--- src/rtl/instr_fetch_unit_pkg.sv ---
// Definitions shared by the instruction fetch unit and the control unit it feeds:
// opcodes, fetch FSM encoding and instruction field positions.
package instr_fetch_unit_pkg;

    localparam logic [5:0] OP_JUMP = 6'd2;
    localparam logic [5:0] OP_JAL  = 6'd3;
    localparam logic [5:0] OP_BEQ  = 6'd4;
    localparam logic [5:0] OP_BNE  = 6'd5;

    localparam int OPCODE_MSB = 31;
    localparam int OPCODE_LSB = 26;
    localparam int TARGET_MSB = 25;
    localparam int TARGET_LSB = 0;
    localparam int IMM_MSB    = 15;
    localparam int IMM_LSB    = 0;

    typedef enum logic [1:0] {
        ST_FETCH   = 2'd0,
        ST_WAIT    = 2'd1,
        ST_ISSUE   = 2'd2,
        ST_RESOLVE = 2'd3
    } fetch_state_e;

    // Word offset of a branch: sign-extended immediate scaled to bytes.
    function automatic logic [31:0] branchOffset(input logic [15:0] imm);
        return {{14{imm[15]}}, imm, 2'b00};
    endfunction

endpackage

--- src/rtl/instr_fetch_unit_if.sv ---
// Instruction-memory read port: request and word address out, ready and data back.
interface instr_fetch_unit_if;

    logic        req;
    logic [31:0] addr;
    logic        ready;
    logic [31:0] rdata;

    modport master (output req, output addr, input ready, input rdata);
    modport slave  (input req, input addr, output ready, output rdata);

endinterface

--- src/rtl/instr_fetch_unit_next_pc_calc.sv ---
// Next-PC selection for the fetch unit: jump, taken beq/bne branch, or sequential pc+4.
module next_pc_calc
    import instr_fetch_unit_pkg::*;
(
    input  logic [31:0] pc_plus4_i,
    input  logic [31:0] instr_i,
    input  logic        jump_signal_i,
    input  logic        beq_signal_i,
    input  logic        bne_signal_i,
    input  logic        alu_zero_i,
    output logic [31:0] next_pc_o
);

    logic [31:0]                    branchTarget;
    logic                           branchTaken;
    logic [OPCODE_MSB-OPCODE_LSB:0] unusedOpcode;

    assign unusedOpcode = instr_i[OPCODE_MSB:OPCODE_LSB];
    assign branchTarget = pc_plus4_i + branchOffset(instr_i[IMM_MSB:IMM_LSB]);

    // When beq and bne are both raised, beq alone decides whether the branch is taken.
    assign branchTaken = beq_signal_i ? alu_zero_i : (bne_signal_i & ~alu_zero_i);

    always_comb begin
        next_pc_o = pc_plus4_i;
        if (jump_signal_i) begin
            next_pc_o = {pc_plus4_i[31:28], instr_i[TARGET_MSB:TARGET_LSB], 2'b00};
        end else if (branchTaken) begin
            next_pc_o = branchTarget;
        end
    end

endmodule

--- src/rtl/instr_fetch_unit.sv ---
// Multi-cycle fetch stage: owns the PC, reads instruction memory and resolves the next PC.
// Define JAL_LINK_EN to add the link_valid_o/link_data_o outputs for JAL writes of r31.
module instr_fetch_unit
    import instr_fetch_unit_pkg::*;
#(
    parameter logic [31:0] RESET_PC = 32'h0000_0000,
    parameter int unsigned WAIT_MAX = 15
) (
    input  logic               clk_i,
    input  logic               rst_ni,
    instr_fetch_unit_if.master imem,
    input  logic               stall_i,
    input  logic               jump_signal_i,
    input  logic               beq_signal_i,
    input  logic               bne_signal_i,
    input  logic               alu_zero_i,
    output logic [31:0]        instr_o,
    output logic               instr_valid_o,
    output logic [5:0]         opcode_o,
    output logic [31:0]        pc_o,
    output logic [31:0]        pc_plus4_o,
`ifdef JAL_LINK_EN
    output logic               link_valid_o,
    output logic [31:0]        link_data_o,
`endif
    output logic               fetch_err_o
);

    localparam logic [7:0] WAIT_LIMIT = 8'(WAIT_MAX);

    fetch_state_e state_q, state_d;
    logic [31:0]  pc_q, pc_d;
    logic [31:0]  instr_q, instr_d;
    logic [7:0]   waitCnt_q, waitCnt_d;
    logic         fetchErr_q, fetchErr_d;
    logic [31:0]  pcPlus4;
    logic [31:0]  nextPc;

    assign pcPlus4 = pc_q + 32'd4;

    next_pc_calc u_next_pc_calc (
        .pc_plus4_i    (pcPlus4),
        .instr_i       (instr_q),
        .jump_signal_i (jump_signal_i),
        .beq_signal_i  (beq_signal_i),
        .bne_signal_i  (bne_signal_i),
        .alu_zero_i    (alu_zero_i),
        .next_pc_o     (nextPc)
    );

    always_ff @(posedge clk_i or negedge rst_ni) begin
        if (!rst_ni) begin
            state_q    <= ST_FETCH;
            pc_q       <= RESET_PC;
            instr_q    <= '0;
            waitCnt_q  <= '0;
            fetchErr_q <= 1'b0;
        end else begin
            state_q    <= state_d;
            pc_q       <= pc_d;
            instr_q    <= instr_d;
            waitCnt_q  <= waitCnt_d;
            fetchErr_q <= fetchErr_d;
        end
    end

    // A timed-out fetch falls back to FETCH and re-requests the same pc; the error stays sticky.
    always_comb begin
        state_d    = state_q;
        pc_d       = pc_q;
        instr_d    = instr_q;
        waitCnt_d  = waitCnt_q;
        fetchErr_d = fetchErr_q;
        case (state_q)
            ST_FETCH: begin
                if (imem.ready) begin
                    instr_d   = imem.rdata;
                    waitCnt_d = '0;
                    state_d   = ST_ISSUE;
                end else begin
                    waitCnt_d = 8'd1;
                    state_d   = ST_WAIT;
                end
            end
            ST_WAIT: begin
                if (imem.ready) begin
                    instr_d   = imem.rdata;
                    waitCnt_d = '0;
                    state_d   = ST_ISSUE;
                end else if (waitCnt_q >= WAIT_LIMIT) begin
                    fetchErr_d = 1'b1;
                    waitCnt_d  = '0;
                    state_d    = ST_FETCH;
                end else begin
                    waitCnt_d = waitCnt_q + 8'd1;
                end
            end
            ST_ISSUE: begin
                state_d = ST_RESOLVE;
            end
            ST_RESOLVE: begin
                if (!stall_i) begin
                    pc_d    = nextPc;
                    state_d = ST_FETCH;
                end
            end
            default: begin
                state_d = ST_FETCH;
            end
        endcase
    end

    // The request is gated by reset so it drops the moment reset asserts.
    assign imem.req      = rst_ni & ((state_q == ST_FETCH) | (state_q == ST_WAIT));
    assign imem.addr     = {pc_q[31:2], 2'b00};
    assign instr_o       = instr_q;
    assign instr_valid_o = (state_q == ST_ISSUE);
    assign opcode_o      = instr_q[OPCODE_MSB:OPCODE_LSB];
    assign pc_o          = pc_q;
    assign pc_plus4_o    = pcPlus4;
    assign fetch_err_o   = fetchErr_q;

`ifdef JAL_LINK_EN
    assign link_valid_o = (state_q == ST_RESOLVE) & ~stall_i &
                          (instr_q[OPCODE_MSB:OPCODE_LSB] == OP_JAL);
    assign link_data_o  = link_valid_o ? pcPlus4 : 32'd0;
`endif

endmodule
--- src/flat_wrapper.sv ---
// flat-port wrapper written by rule: the top's interface ports become plain ports
module instr_fetch_unit_flat import instr_fetch_unit_pkg::*;
#(
    parameter logic [31:0] RESET_PC = 32'h0000_0000,
    parameter int unsigned WAIT_MAX = 15
)
  (clk_i, rst_ni, stall_i, jump_signal_i, beq_signal_i, bne_signal_i, alu_zero_i, instr_o, instr_valid_o, opcode_o, pc_o, pc_plus4_o, fetch_err_o, imem_req, imem_addr, imem_ready, imem_rdata);
  instr_fetch_unit_if imem_i ();
  input  logic clk_i;
  input  logic rst_ni;
  input  logic stall_i;
  input  logic jump_signal_i;
  input  logic beq_signal_i;
  input  logic bne_signal_i;
  input  logic alu_zero_i;
  output logic [31:0] instr_o;
  output logic instr_valid_o;
  output logic [5:0] opcode_o;
  output logic [31:0] pc_o;
  output logic [31:0] pc_plus4_o;
  output logic fetch_err_o;
  output wire logic [$bits(imem_i.req)-1:0] imem_req;
  output wire logic [$bits(imem_i.addr)-1:0] imem_addr;
  input wire logic [$bits(imem_i.ready)-1:0] imem_ready;
  input wire logic [$bits(imem_i.rdata)-1:0] imem_rdata;
  assign imem_req = imem_i.req;
  assign imem_addr = imem_i.addr;
  assign imem_i.ready = imem_ready;
  assign imem_i.rdata = imem_rdata;
  instr_fetch_unit #(.RESET_PC(RESET_PC), .WAIT_MAX(WAIT_MAX)) u_core (.clk_i(clk_i), .rst_ni(rst_ni), .imem(imem_i), .stall_i(stall_i), .jump_signal_i(jump_signal_i), .beq_signal_i(beq_signal_i), .bne_signal_i(bne_signal_i), .alu_zero_i(alu_zero_i), .instr_o(instr_o), .instr_valid_o(instr_valid_o), .opcode_o(opcode_o), .pc_o(pc_o), .pc_plus4_o(pc_plus4_o), .fetch_err_o(fetch_err_o));
endmodule
--- config.mk ---
export PLATFORM = sky130hd
export DESIGN_NAME = instr_fetch_unit_flat
export DESIGN_NICKNAME = d
export VERILOG_FILES = /design/src/rtl/instr_fetch_unit_pkg.sv /design/src/rtl/instr_fetch_unit_if.sv /design/src/rtl/instr_fetch_unit_next_pc_calc.sv /design/src/rtl/instr_fetch_unit.sv /design/src/flat_wrapper.sv
export SDC_FILE = /design/constraint.sdc
export NUM_CORES = 1
export LEC_CHECK = 0
export CORE_ASPECT_RATIO = 1.4
export CORE_MARGIN = 3
export CORE_UTILIZATION = 48
export CTS_CLUSTER_DIAMETER = 40
export DETAILED_ROUTE_END_ITERATION = 10
export HOLD_SLACK_MARGIN = 0.06
export PLACE_DENSITY = 0.81
export SLEW_MARGIN = 20
export SYNTH_ARGS = -nofsm -noshare
export SYNTH_HDL_FRONTEND = slang
export SYNTH_SLANG_ARGS = --single-unit
--- constraint.sdc ---
create_clock -name clk_i -period 4.6 [get_ports clk_i]
set_clock_uncertainty 0.2 [all_clocks]
set_input_delay 0.69 -clock clk_i [delete_from_list [all_inputs] [get_ports clk_i]]
set_output_delay 0.69 -clock clk_i [all_outputs]
set_load 0.1 [all_outputs]
==> results of run 1 <==
[through the flow]
stage	area, µm²	hold slack [ns]	setup TNS (ns)
detailed placement	7566	0.2657	0
floorplan	6115	0.1944	-0.1626
global route	7886	0.1552	-0.05133
finish	7886	0.1271	0
global placement	7566	0.2657	0
CTS	7876	0.1460	0
[sequential cells by signal, indices dropped and copies added (netlist names)]
signal and cells:
u_core.instr_o 32, u_core.fetch_err_o 1, u_core.state_q 2, u_core.pc_o 30
u_core.waitCnt_q 8
[cell usage after synthesis, types with 3 or more instances]
| master | n |
|---|---|
| sky130_fd_sc_hd__dfrtp_1 | 73 |
| sky130_fd_sc_hd__nand2_1 | 63 |
| sky130_fd_sc_hd__buf_4 | 42 |
| sky130_fd_sc_hd__nor2_1 | 40 |
| sky130_fd_sc_hd__a21oi_1 | 39 |
| sky130_fd_sc_hd__o21ai_0 | 39 |
| sky130_fd_sc_hd__ha_1 | 38 |
| sky130_fd_sc_hd__xnor2_1 | 35 |
| sky130_fd_sc_hd__mux2_2 | 31 |
| sky130_fd_sc_hd__clkbuf_1 | 25 |
| sky130_fd_sc_hd__nand3_1 | 25 |
| sky130_fd_sc_hd__a21o_1 | 24 |
| sky130_fd_sc_hd__xor2_1 | 17 |
| sky130_fd_sc_hd__nand4_1 | 12 |
| sky130_fd_sc_hd__a211oi_1 | 11 |
| sky130_fd_sc_hd__nor3_1 | 11 |
| sky130_fd_sc_hd__and3_1 | 9 |
| sky130_fd_sc_hd__o211ai_1 | 9 |
| sky130_fd_sc_hd__nor2b_1 | 8 |
| sky130_fd_sc_hd__inv_1 | 7 |
| sky130_fd_sc_hd__and2_1 | 6 |
| sky130_fd_sc_hd__o31ai_1 | 6 |
| sky130_fd_sc_hd__a31oi_1 | 5 |
| sky130_fd_sc_hd__and4_1 | 5 |
| sky130_fd_sc_hd__mux2i_1 | 5 |
| sky130_fd_sc_hd__o21a_1 | 4 |
| sky130_fd_sc_hd__o21bai_1 | 4 |
| sky130_fd_sc_hd__a22o_1 | 3 |
| sky130_fd_sc_hd__o311ai_0 | 3 |
[cells in the final DEF, fill, tap and decap left out, types with 6 or more instances in the layout]
| cell | instances |
|---|---|
| sky130_fd_sc_hd__a211oi_1 | 11 |
| sky130_fd_sc_hd__a21o_1 | 24 |
| sky130_fd_sc_hd__a21oi_1 | 39 |
| sky130_fd_sc_hd__and2_1 | 6 |
| sky130_fd_sc_hd__and3_1 | 9 |
| sky130_fd_sc_hd__buf_4 | 32 |
| sky130_fd_sc_hd__clkbuf_16 | 9 |
| sky130_fd_sc_hd__clkdlybuf4s50_1 | 145 |
| sky130_fd_sc_hd__conb_1 | 6 |
| sky130_fd_sc_hd__dfrtp_1 | 53 |
| sky130_fd_sc_hd__dfrtp_2 | 15 |
| sky130_fd_sc_hd__ha_1 | 38 |
| sky130_fd_sc_hd__inv_1 | 7 |
| sky130_fd_sc_hd__mux2_2 | 31 |
| sky130_fd_sc_hd__nand2_1 | 63 |
| sky130_fd_sc_hd__nand3_1 | 25 |
| sky130_fd_sc_hd__nand4_1 | 12 |
| sky130_fd_sc_hd__nor2_1 | 38 |
| sky130_fd_sc_hd__nor2b_1 | 7 |
| sky130_fd_sc_hd__nor3_1 | 11 |
| sky130_fd_sc_hd__o211ai_1 | 9 |
| sky130_fd_sc_hd__o21ai_0 | 38 |
| sky130_fd_sc_hd__o31ai_1 | 6 |
| sky130_fd_sc_hd__xnor2_1 | 14 |
| sky130_fd_sc_hd__xnor2_2 | 9 |
| sky130_fd_sc_hd__xnor2_4 | 12 |
| sky130_fd_sc_hd__xor2_1 | 10 |
[cells by family (layout without fill, tap and decap cells)]
| family | count (synthesis) | count (layout) | share of synthesized area |
|---|---|---|---|
| AOI/OAI and AO/OA | 168 | 168 | 0.1950 |
| xor gates and xnor gates | 52 | 52 | 0.08030 |
| adders and majority gates | 39 | 39 | 0.08736 |
| buffers and inverters | 75 | 200 | 0.07876 |
| DFF | 73 | 73 | 0.3221 |
| muxes | 36 | 36 | 0.07037 |
| other | 1 | 6 | 0.0006612 |
| and+or+nand+nor | 192 | 192 | 0.1655 |
[timing repair]
action                     in CTS  in global routing
setup buffers                   0                  1
gates resized for setup         0                  3
setup endpoints to repair       0                  3
hold endpoints to repair        0                  0
[worst paths after layout]
path,from,to,slack [ns]
setup / recovery,u_core.pc_o[4],u_core.pc_o[31],0.19
hold / removal,rst_ni,u_core.pc_o[31],0.13
setup reg to reg,u_core.pc_o[4],u_core.pc_o[31],0.19
hold reg to reg,u_core.fetch_err_o,u_core.fetch_err_o,0.28
max in group asynchronous,rst_ni,u_core.pc_o[12],3.16
min in group clk_i,u_core.fetch_err_o,u_core.fetch_err_o,0.28
[area by class of cell]
type | instances | area [µm²]
Timing Repair Buffer | 177 | 1692
Sequential cell | 73 | 1864
Multi-Input combinational cell | 493 | 3814
Clock buffer | 9 | 225.2
Fill cell | 873 | 3567
Tap cell | 144 | 180.2
Clock inverter | 7 | 85.08
Inverter | 7 | 26.28
[per-layer routing]
metal  share of wire  vias up  global-route usage  wire length, µm
met2            0.52      214              0.4848             9424
li1                -     2522                   -                -
met4           0.041        0              0.1316              736
met5               0        -                   0                0
met3           0.063       49             0.06253             1146
met1            0.38     2609              0.3066             6821
==> results, run 1 <==
- Derived from the worst setup path, the maximum achievable clock frequency is 0.2268 GHz.
- Detailed placement ended at an HPWL of 13470 µm.
- The number of clock buffers inserted by TritonCTS is 9.
- The count of nets after finishing is 840.
- The flow ran to the end, and the final reports show no timing, DRC or antenna violations.
- Setup repair after global routing could not meet its margin everywhere.
- The global-route usage over all layers is 0.2729.
- The routed via count divided by cell count is 5.927.
- The worst pin sits at a relative slew slack of 0.2769.
- The average detailed-routed wire length per instance is 19.92 µm.
- The signal on the critical path passes through and3_1 > and3_1 > and3_1 > nand3_1 > xnor2_4 > ha_1 > nand3_1 > a211oi_2 > o211ai_1 > buf_4 > a211oi_2 > o2111a_1 > o22ai_2 > xnor2_1 > a2111o_1 > nand3_1.
- The leading register cell type out of synthesis is sky130_fd_sc_hd__dfrtp_1.
- The tool flagged a number of max-cap violations equal to 0.
- The number of antenna diodes is 0.
- The share of the cycle needed by the critical path after routing is 0.9585.
- The critical path is of the register to register type.
- The clock latency of the later-clocked register in the worst-skew pair is 0.34 ns.
- The slowest cell on the critical path is sky130_fd_sc_hd__dfrtp_4.
- The die covers 13170 µm².
- The number of levels in the clock H-tree is 3.
- The setup violation total in the final timing report is 0.
- The layout overhead on the synthesized area is 39.05%.
- The critical path runs through a total of 16 cells.
- In the synthesized netlist, the number of instances is 636.
- Counting flops and latches in the post-synthesis netlist gives 73.
- STA puts the critical path data arrival time at 4.49 ns.
- In the synthesized netlist the async set-or-reset flop fraction comes to 1.000.
- The number of I/O port buffers is 170.
- The number of core rows is 46.
- For this design, the sink count on the clock tree is 73.
- The number of search-and-repair iterations in the first detailed-routing pass is 5.
- The die extent in x is 97.87 µm.
- After synthesis, the cell types taking the most area are sky130_fd_sc_hd__dfrtp_1 (32%), sky130_fd_sc_hd__ha_1 (8.4%), sky130_fd_sc_hd__mux2_2 (6.2%).
- The summed instance area of the synthesized netlist is 5672 µm².
- In this run the remaining antenna-violating nets after routing total 0.
- For this run, the share of the core covered by cells in the final layout is 0.6886.
- The core region is 11450 µm².
- The sequential element share of the synthesized area is 0.3221.
- The final routed wirelength across all metal layers is 18130 µm.
- The number of DRC violations after detailed-routing iteration 0 is 211.
- In this run, placement finished with an instance count of 893.
- The initial core utilization is 0.4952.
- The vertical die dimension is 134.6 µm.
- The worst register-to-register path has a depth of 16.
- The warning count from the yosys run is 0.
- The pin count of the biggest net entering global routing is 57.
- Buffers inserted to repair hold after CTS numbered 0.
- The number of global-route vias before repair came to 5573.
- The clock input transition at the sequential cells of the worst setup and hold paths is 0.07 ns.
- The cell class contributing the biggest share of worst-path delay is compound AO/OA/AOI/OAI gates.
- Dividing the synthesized area by the synthesized cell count gives 8.918 µm².
- The critical path capture point type is a register.
- The number of flops mapped to enable cells by yosys is 0.
- TritonCTS built the clock tree.
- The longest clock path from root to sink contains 2 buffers.
- The smallest setup slack after layout is 0.1907 ns.
- The number of antenna violations at the first check in global routing is 0.
- For this design the top-level I/O count stands at 177.
- The tree is rooted in a sky130_fd_sc_hd__clkbuf_16.
- The area fraction of the dominant cell type after synthesis is 0.3221.
- After synthesis, the netlist uses 59 different library cells.
- At the placement stage, the worst setup path has a slack of 0.1556 ns.
- The path class of the tightest hold or removal check is primary input to asynchronous set/reset pin.
- In the routed design, unresolved DRC markers number 0.
- Of all cell types, the one taking the most synthesized area is sky130_fd_sc_hd__dfrtp_1.
- The number of hold-slack violations in the final timing report is 0.
- The transition at the pin with the smallest max-transition slack is 1.082 ns.
- The fraction of layout cells with a size suffix above 1 is 0.1815.
- The finished layout holds 910 standard cells, fillers aside.
- The critical path startpoint category is a register.
- The total overflow reported by the global router is 0.
- The number of buffers and inverters on the critical path is 1.
- The via count is 5394.
- The number of max-slew violations in the final report is 0.
- At the end of routability-driven placement, the weighted congestion stood at 0.9089.
- Of all nets on the critical path, the largest fanout is 7.
- For the worst setup path, the data required time is 4.68 ns.
- On the worst path, the slowest cell contributes a delay of 0.46 ns.
- The first global-routing pass estimated 28660 µm of wire.
- The post-layout minimum cycle time is 4.409 ns.
Power of run 1 is not shown: default switching activity piles up to over one toggle a cycle in this logic, so the estimate is an artifact.
==> inputs of run 2 (changes only) <==
--- a/config.mk
+++ b/config.mk
@@ -6,6 +6,7 @@
 export NUM_CORES = 1
 export LEC_CHECK = 0
+export ABC_CLOCK_PERIOD_IN_PS = 4600
 export CORE_ASPECT_RATIO = 1.4
-export CORE_MARGIN = 3
+export CORE_MARGIN = 2
 export CORE_UTILIZATION = 48
 export CTS_CLUSTER_DIAMETER = 40
==> constraint.sdc (replaced) <==
create_clock -name clk_i -period 4.6 [get_ports clk_i]
set_clock_uncertainty 0.2 [all_clocks]
set_input_delay 0.46 -clock clk_i [delete_from_list [all_inputs] [get_ports clk_i]]
set_output_delay 0.46 -clock clk_i [all_outputs]
set_load 0.1 [all_outputs]
==> run 2 against run 1 <==
Net effect:
- sequential share of layout area down 0.35 points
- wire length up 2.0%
- first-iteration DRC count up 27%
- maximum frequency up 3.2%
- global-route usage up 2.8 points
- register-to-register slack better by 0.14 ns
- critical endpoint unchanged
- highest routed layer unchanged
==> results, run 2 (synthesis gave the netlist of run 1 again) <==
- The flow ran to the end, and the final reports show no timing, DRC or antenna violations.
- The maximum clock frequency is 0.2342 GHz.
- The worst register-to-register path begins at u_core.pc_o[4].
- The cell total after placement is 899.
- The critical path capture point type is a register.
- The post-layout minimum cycle time is 4.271 ns.
- The routed via count divided by cell count is 5.898.
- The startpoint identified for the worst hold timing path is u_core.fetch_err_o.
- The number of remaining DRC errors is 0.
- Across all hold checks on the routed design, the worst slack comes to 0.2946 ns.
- The via count is 5403.
- The type of the worst setup path is register to register.
- Of the cells placed in the final design, the portion with a size suffix greater than 1 is 0.1834.
- The number of maximum-capacitance violations is 0.
- The number of flip-flops under the largest register name is 32.
- The standard cell core area is 11700 µm².
- Setup repair after global routing left no endpoint under its margin.
- After routing, the total negative slack on setup checks comes to 0 ns.
- The count of nets after finishing is 843.
- The worst min-delay path category is register to register.
- The non-filler instance count after layout is 916.
- The first detailed-routing pass took 5 iterations.
- Across every metal layer, demand over resource in global routing totals 0.3012.
- The clock tree buffer depth is 2.
- The average detailed-routed wire length per instance is 20.18 µm.
- The number of levels in the clock H-tree is 3.
- STA classifies the critical path startpoint as a register.
- The first global-routing pass estimated 29410 µm of wire.
- The normalized max-slew margin is 0.2998.
- The die footprint is 12710 µm².
- The root buffer cell chosen for the clock tree is sky130_fd_sc_hd__clkbuf_16.
- The number of I/O port buffers is 170.
- The number of top-level design ports is 177.
- The number of clock sinks seen by CTS is 73.
- The hold path depth is 1.
- The transition at the pin with the smallest max-transition slack is 1.047 ns.
- The number of antenna violations at the first check in global routing is 0.
- The path with the worst hold slack has its endpoint at u_core.fetch_err_o.
- The smallest setup slack after layout is 0.3294 ns.
- After clock tree synthesis, the setup repair step added 0 buffers.
- Dividing the final minimum period by the clock period gives 0.9284.
- The depth of the worst register-to-register path is 16.
- For the worst setup path, the data arrival time is 4.36 ns.
- The worst endpoint required time is 4.69 ns.
- Setup slack on the worst reg-to-reg path comes out at 0.33 ns.
- The worst register-to-register path ends at u_core.pc_o[31].
- The number of max-slew violations in the final report is 0.
- The setup violation total in the final timing report is 0.
- The number of core rows is 47.
- The detail route stage leaves a number of antenna-violating nets equal to 0.
- From synthesis to final layout, the design area changed by 41.12%.
- The TritonCTS clock tree is yes.
- After global routing the overflow that remains totals 0.
- The number of DRC violations after detailed-routing iteration 0 is 269.
- The maximum fanout along the worst path is 7.
- The number of global-route vias before repair is 5506.
- The clock input transition at the sequential cells of the worst setup and hold paths is 0.06 ns.
- The leading cell type in the layout, fill and taps excluded is sky130_fd_sc_hd__clkdlybuf4s50_1.
- The later pin in the worst-skew pair is clocked with a latency of 0.35 ns.
- The number of clock buffers inserted by TritonCTS is 9.
- Timing analysis after detailed placement gives a worst setup slack of 0.3265 ns.
- Entering global routing, the biggest net connects 57 pins.
- In this run the horizontal extent of the chip is 95.87 µm.
- Detailed placement finished with a half-perimeter wire length of 13870 µm.
- The initial utilization of the core area, before any placement, comes to 0.4847.
- The number of hold-slack violations in the final timing report is 0.
- The library cells used most frequently in the layout, excluding fill and tap cells, are sky130_fd_sc_hd__clkdlybuf4s50_1 (150), sky130_fd_sc_hd__nand2_1 (62), sky130_fd_sc_hd__dfrtp_1 (53), sky130_fd_sc_hd__a21oi_1 (39).
- The vertical die dimension is 132.6 µm.
- The number of antenna diodes is 0.
- The routed design has 18480 µm of wire.
- The final weighted congestion of routability-driven global placement is 0.9082.
run 2: layout make-up:
class                      count  area (µm²)
fill                         912        3699
timing repair buffer         180        1729
clock inverter                 7       126.4
multi-input combinational    493        3849
inverter                       7       26.28
clock buffer                   9       225.2
tap                          147       183.9
sequential                    73        1864
run 2: timing repair:
| item | in CTS | in global routing |
|---|---|---|
| resized for setup | 0 | 1 |
| endpoints found under the setup margin | 0 | 1 |
| hold endpoints to repair | 24 | 0 |
| hold buffers | 1 | 0 |
run 2: worst max path at each step:
stage                      endpoint  slack (ns)  cells after the start           start
detailed placement  u_core.pc_o[31]        0.33                     17  u_core.pc_o[4]
global route        u_core.pc_o[31]        0.07                     16  u_core.pc_o[4]
floorplan           u_core.pc_o[31]       -0.06                     16  u_core.pc_o[5]
global placement    u_core.pc_o[31]        0.39                     17  u_core.pc_o[4]
finish              u_core.pc_o[31]        0.33                     16  u_core.pc_o[4]
CTS                 u_core.pc_o[31]        0.30                     17  u_core.pc_o[4]
run 2: worst max-delay path, stage by stage (launching register included):
cell and delay [ns]:
sky130_fd_sc_hd__dfrtp_4 0.46, sky130_fd_sc_hd__and3_4 0.21, sky130_fd_sc_hd__and3_1 0.22, sky130_fd_sc_hd__and3_1 0.24
sky130_fd_sc_hd__nand3_1 0.19, sky130_fd_sc_hd__xnor2_4 0.25, sky130_fd_sc_hd__ha_4 0.24, sky130_fd_sc_hd__o21ai_0 0.17
sky130_fd_sc_hd__o21bai_1 0.11, sky130_fd_sc_hd__o21bai_1 0.20, sky130_fd_sc_hd__o211ai_1 0.35, sky130_fd_sc_hd__a211oi_2 0.16
sky130_fd_sc_hd__o2111a_1 0.28, sky130_fd_sc_hd__o22ai_2 0.26, sky130_fd_sc_hd__nor2_1 0.07, sky130_fd_sc_hd__or4_1 0.51
sky130_fd_sc_hd__nand3_1 0.08
run 2: per-stage QoR:
stage,util,instance area [µm²]
2_1_floorplan,-,6151
3_3_place_gp,0.6529,7641
3_5_place_dp,0.6529,7641
4_1_cts,0.6838,8003
5_1_grt,0.6840,8004
6_report,0.6840,8004
run 2: routing by layer:
metal	vias to the layer above	GRT usage	wire length [µm]
met5	-	0	0
li1	2513	-	-
met3	48	0.04613	983
met1	2628	0.3377	6800
met2	214	0.5346	9878
met4	0	0.1587	822
Power of run 2 is left out for the same reason.
==> inputs of run 3 (changes only) <==
PLACE_DENSITY = 0.8   (was 0.81)
==> run 3 against run 2 <==
Net effect:
- via count decreased by 1.0%
- critical path depth unchanged
- sequential share of layout area increased by 0.19 points
- wire length decreased by 5.1%
- flip-flop and latch count unchanged
- cell count unchanged
- non-clock buffer count unchanged
- largest cell class unchanged
- worst setup slack got worse by 0.019 ns
- worst hold slack got worse by 0.015 ns
==> results, run 3 (synthesis gave the netlist of run 1 again) <==
- The flow ran to the end, and the final reports show no timing, DRC or antenna violations.
- Once layout is complete, the utilization of the core stands at 0.6784.
- Walking the worst path, the cells encountered are and3_4 > and3_1 > and3_1 > nand3_1 > xnor2_4 > ha_4 > o21ai_0 > o21bai_1 > o21bai_1 > o211ai_1 > a211oi_2 > o2111a_1 > o22ai_2 > nor2_1 > or4_1 > nand3_1.
- The final routed wirelength across all metal layers is 17540 µm.
- No sink is reached through more buffers than the 2 on the longest clock path.
- The endpoint of the worst hold path is u_core.fetch_err_o.
- The setup violation total in the final timing report is 0.
- The number of remaining DRC errors is 0.
- The number of antenna violations at the first check in global routing is 0.
- The critical path in this run is classified as register to register.
- The clock drives 73 sinks.
- The tree is rooted in a sky130_fd_sc_hd__clkbuf_16.
- The routed layout has 5347 vias.
- The number of global-route vias before repair was 5561.
- Max-cap violations in this run came to 0.
- The flip-flop and latch area is 1864 µm².
- The worst register-to-register path begins at u_core.pc_o[4].
- Data on the critical path arrives at its endpoint at 4.36 ns.
- The share of the cycle needed by the critical path after routing is 0.9326.
- Buffers added to address setup during post-CTS repair amount to 0.
- The number of core rows is 47.
- The worst register-to-register path ends at u_core.pc_o[31].
- The first global-routing pass estimated 28300 µm of wire.
- The number of hold-slack violations in the final timing report is 0.
- Based on the critical path, the design can be clocked at up to 0.2331 GHz.
- The die is 132.6 µm tall.
- The post-detailed-placement half-perimeter wirelength is 13290 µm.
- The leading cell type in the layout, fill and taps excluded is sky130_fd_sc_hd__clkdlybuf4s50_1.
- The cell total after placement is 899.
- At the end of routability-driven placement, the weighted congestion stood at 0.8874.
- The layout overhead on the synthesized area is 39.97%.
- The fraction of layout cells with a size suffix above 1 is 0.1834.
- After detailed routing, the average wire length per cell comes to 19.15 µm.
- The register with the most flip-flops in the layout has 32 of them.
- The die extent in x is 95.87 µm.
- The TritonCTS clock tree is yes.
- Measured against its own limit, the worst slew margin works out to 0.2956.
- In the layout the commonest cells are sky130_fd_sc_hd__clkdlybuf4s50_1 (150), sky130_fd_sc_hd__nand2_1 (62), sky130_fd_sc_hd__dfrtp_1 (53), sky130_fd_sc_hd__a21oi_1 (39).
- The critical path startpoint category is a register.
- The clock input transition at the sequential cells of the worst setup and hold paths is 0.07 ns.
- The number of max-slew violations in the final report came to 0.
- During I/O placement, the number of pins put on the boundary was 177.
- The largest single stage delay on the critical path is 0.52 ns.
- For the worst setup path, the data required time is 4.67 ns.
- The later pin in the worst-skew pair is clocked with a latency of 0.34 ns.
- Setup repair after global routing left no endpoint under its margin.
- The worst setup path is captured at a register.
- Measured in cells, the most critical reg-to-reg path has a length of 16.
- The routed via count divided by cell count is 5.837.
- For the pin with the worst max-slew slack, the measured transition is 1.054 ns.
- The post-layout minimum cycle time is 4.290 ns.
- The startpoint identified for the worst hold timing path is u_core.fetch_err_o.
- The worst hold margin is 0.2799 ns.
- The pin count of the biggest net entering global routing is 57.
- In the final timing run, aggregate negative setup slack is 0 ns.
- The global-route usage over all layers is 0.2841.
- The clock tree synthesis step divided the H-tree into 3 levels.
- The worst min-delay path category is register to register.
- For this run, the detailed router's first-pass iteration total came to 4.
- Summed over all layers, the global routing overflow is 0.
- For this configuration, the core starts out at a cell density of 0.4847.
- The number of clock buffers inserted by TritonCTS is 9.
- The number of antenna diodes is 0.
- The die footprint is 12710 µm².
- Of all nets on the critical path, the largest fanout is 7.
- The layout has 944 filler cells.
- The core region is 11700 µm².
- After the last flow step, the layout net total stands at 843.
- The setup check on the worst reg-to-reg path leaves a slack of 0.31 ns.
- The number of I/O port buffers is 170.
- The largest individual stage delay along the critical path comes from the cell sky130_fd_sc_hd__or4_1.
- The non-filler instance count after layout is 916.
- The multi-input combinational cells in the finished layout cover a total of 3849 µm².
- The count of nets left with antenna violations once routing finished came out at 0.
- The hold path depth is 1.
- The number of DRC violations after detailed-routing iteration 0 is 251.
-- run 3: worst max path at each step --
| stage | start | endpoint | slack, ns |
|---|---|---|---|
| detailed placement | u_core.pc_o[4] | u_core.pc_o[31] | 0.28 |
| floorplan | u_core.pc_o[5] | u_core.pc_o[31] | -0.06 |
| global route | u_core.pc_o[4] | u_core.pc_o[31] | 0.06 |
| finish | u_core.pc_o[4] | u_core.pc_o[31] | 0.31 |
| CTS | u_core.pc_o[4] | u_core.pc_o[31] | 0.26 |
| global placement | u_core.pc_o[4] | u_core.pc_o[31] | 0.35 |
-- run 3: what timing repair did --
action                                  in CTS  in global routing
gates resized for setup                      0                  1
hold buffers                                 1                  0
endpoints found under the setup margin       0                  1
endpoints found under the hold margin       25                  0
-- run 3: per-stage QoR --
step / setup slack (ns) / instance area (µm²)
after floorplan: -0.05795 / 6151
after global placement: 0.3487 / 7641
after detailed placement: 0.2796 / 7641
after CTS: 0.2635 / 7938
after global routing: 0.05515 / 7939
final: 0.3101 / 7939
-- run 3: critical path: cells and delay by family, from the launching register on --
kind | cells | cell delay (ns)
AOI/OAI and AO/OA | 7 | 1.51
xor gates and xnor gates | 1 | 0.25
adders and majority gates | 1 | 0.24
DFF | 1 | 0.47
and+or+nand+nor | 7 | 1.57
-- run 3: cell type report --
class / instances / area share
clock buffers: 9 / 0.02837
clock inverters: 7 / 0.007723
inverters: 7 / 0.003310
multi-input cells: 493 / 0.4848
flip-flops and latches: 73 / 0.2348
well taps: 147 / 0.02317
repair buffers: 180 / 0.2178
-- run 3: per-layer routing --
| metal | routed length (µm) | part of all wire | GRT usage | up-vias |
|---|---|---|---|---|
| met5 | 0 | 0 | 0 | - |
| met4 | 367 | 0.021 | 0.1048 | 0 |
| met3 | 944 | 0.054 | 0.04670 | 24 |
| met2 | 9580 | 0.55 | 0.5183 | 185 |
| met1 | 6645 | 0.38 | 0.3239 | 2617 |
| li1 | - | - | - | 2521 |
Power of run 3 is left out for the same reason.
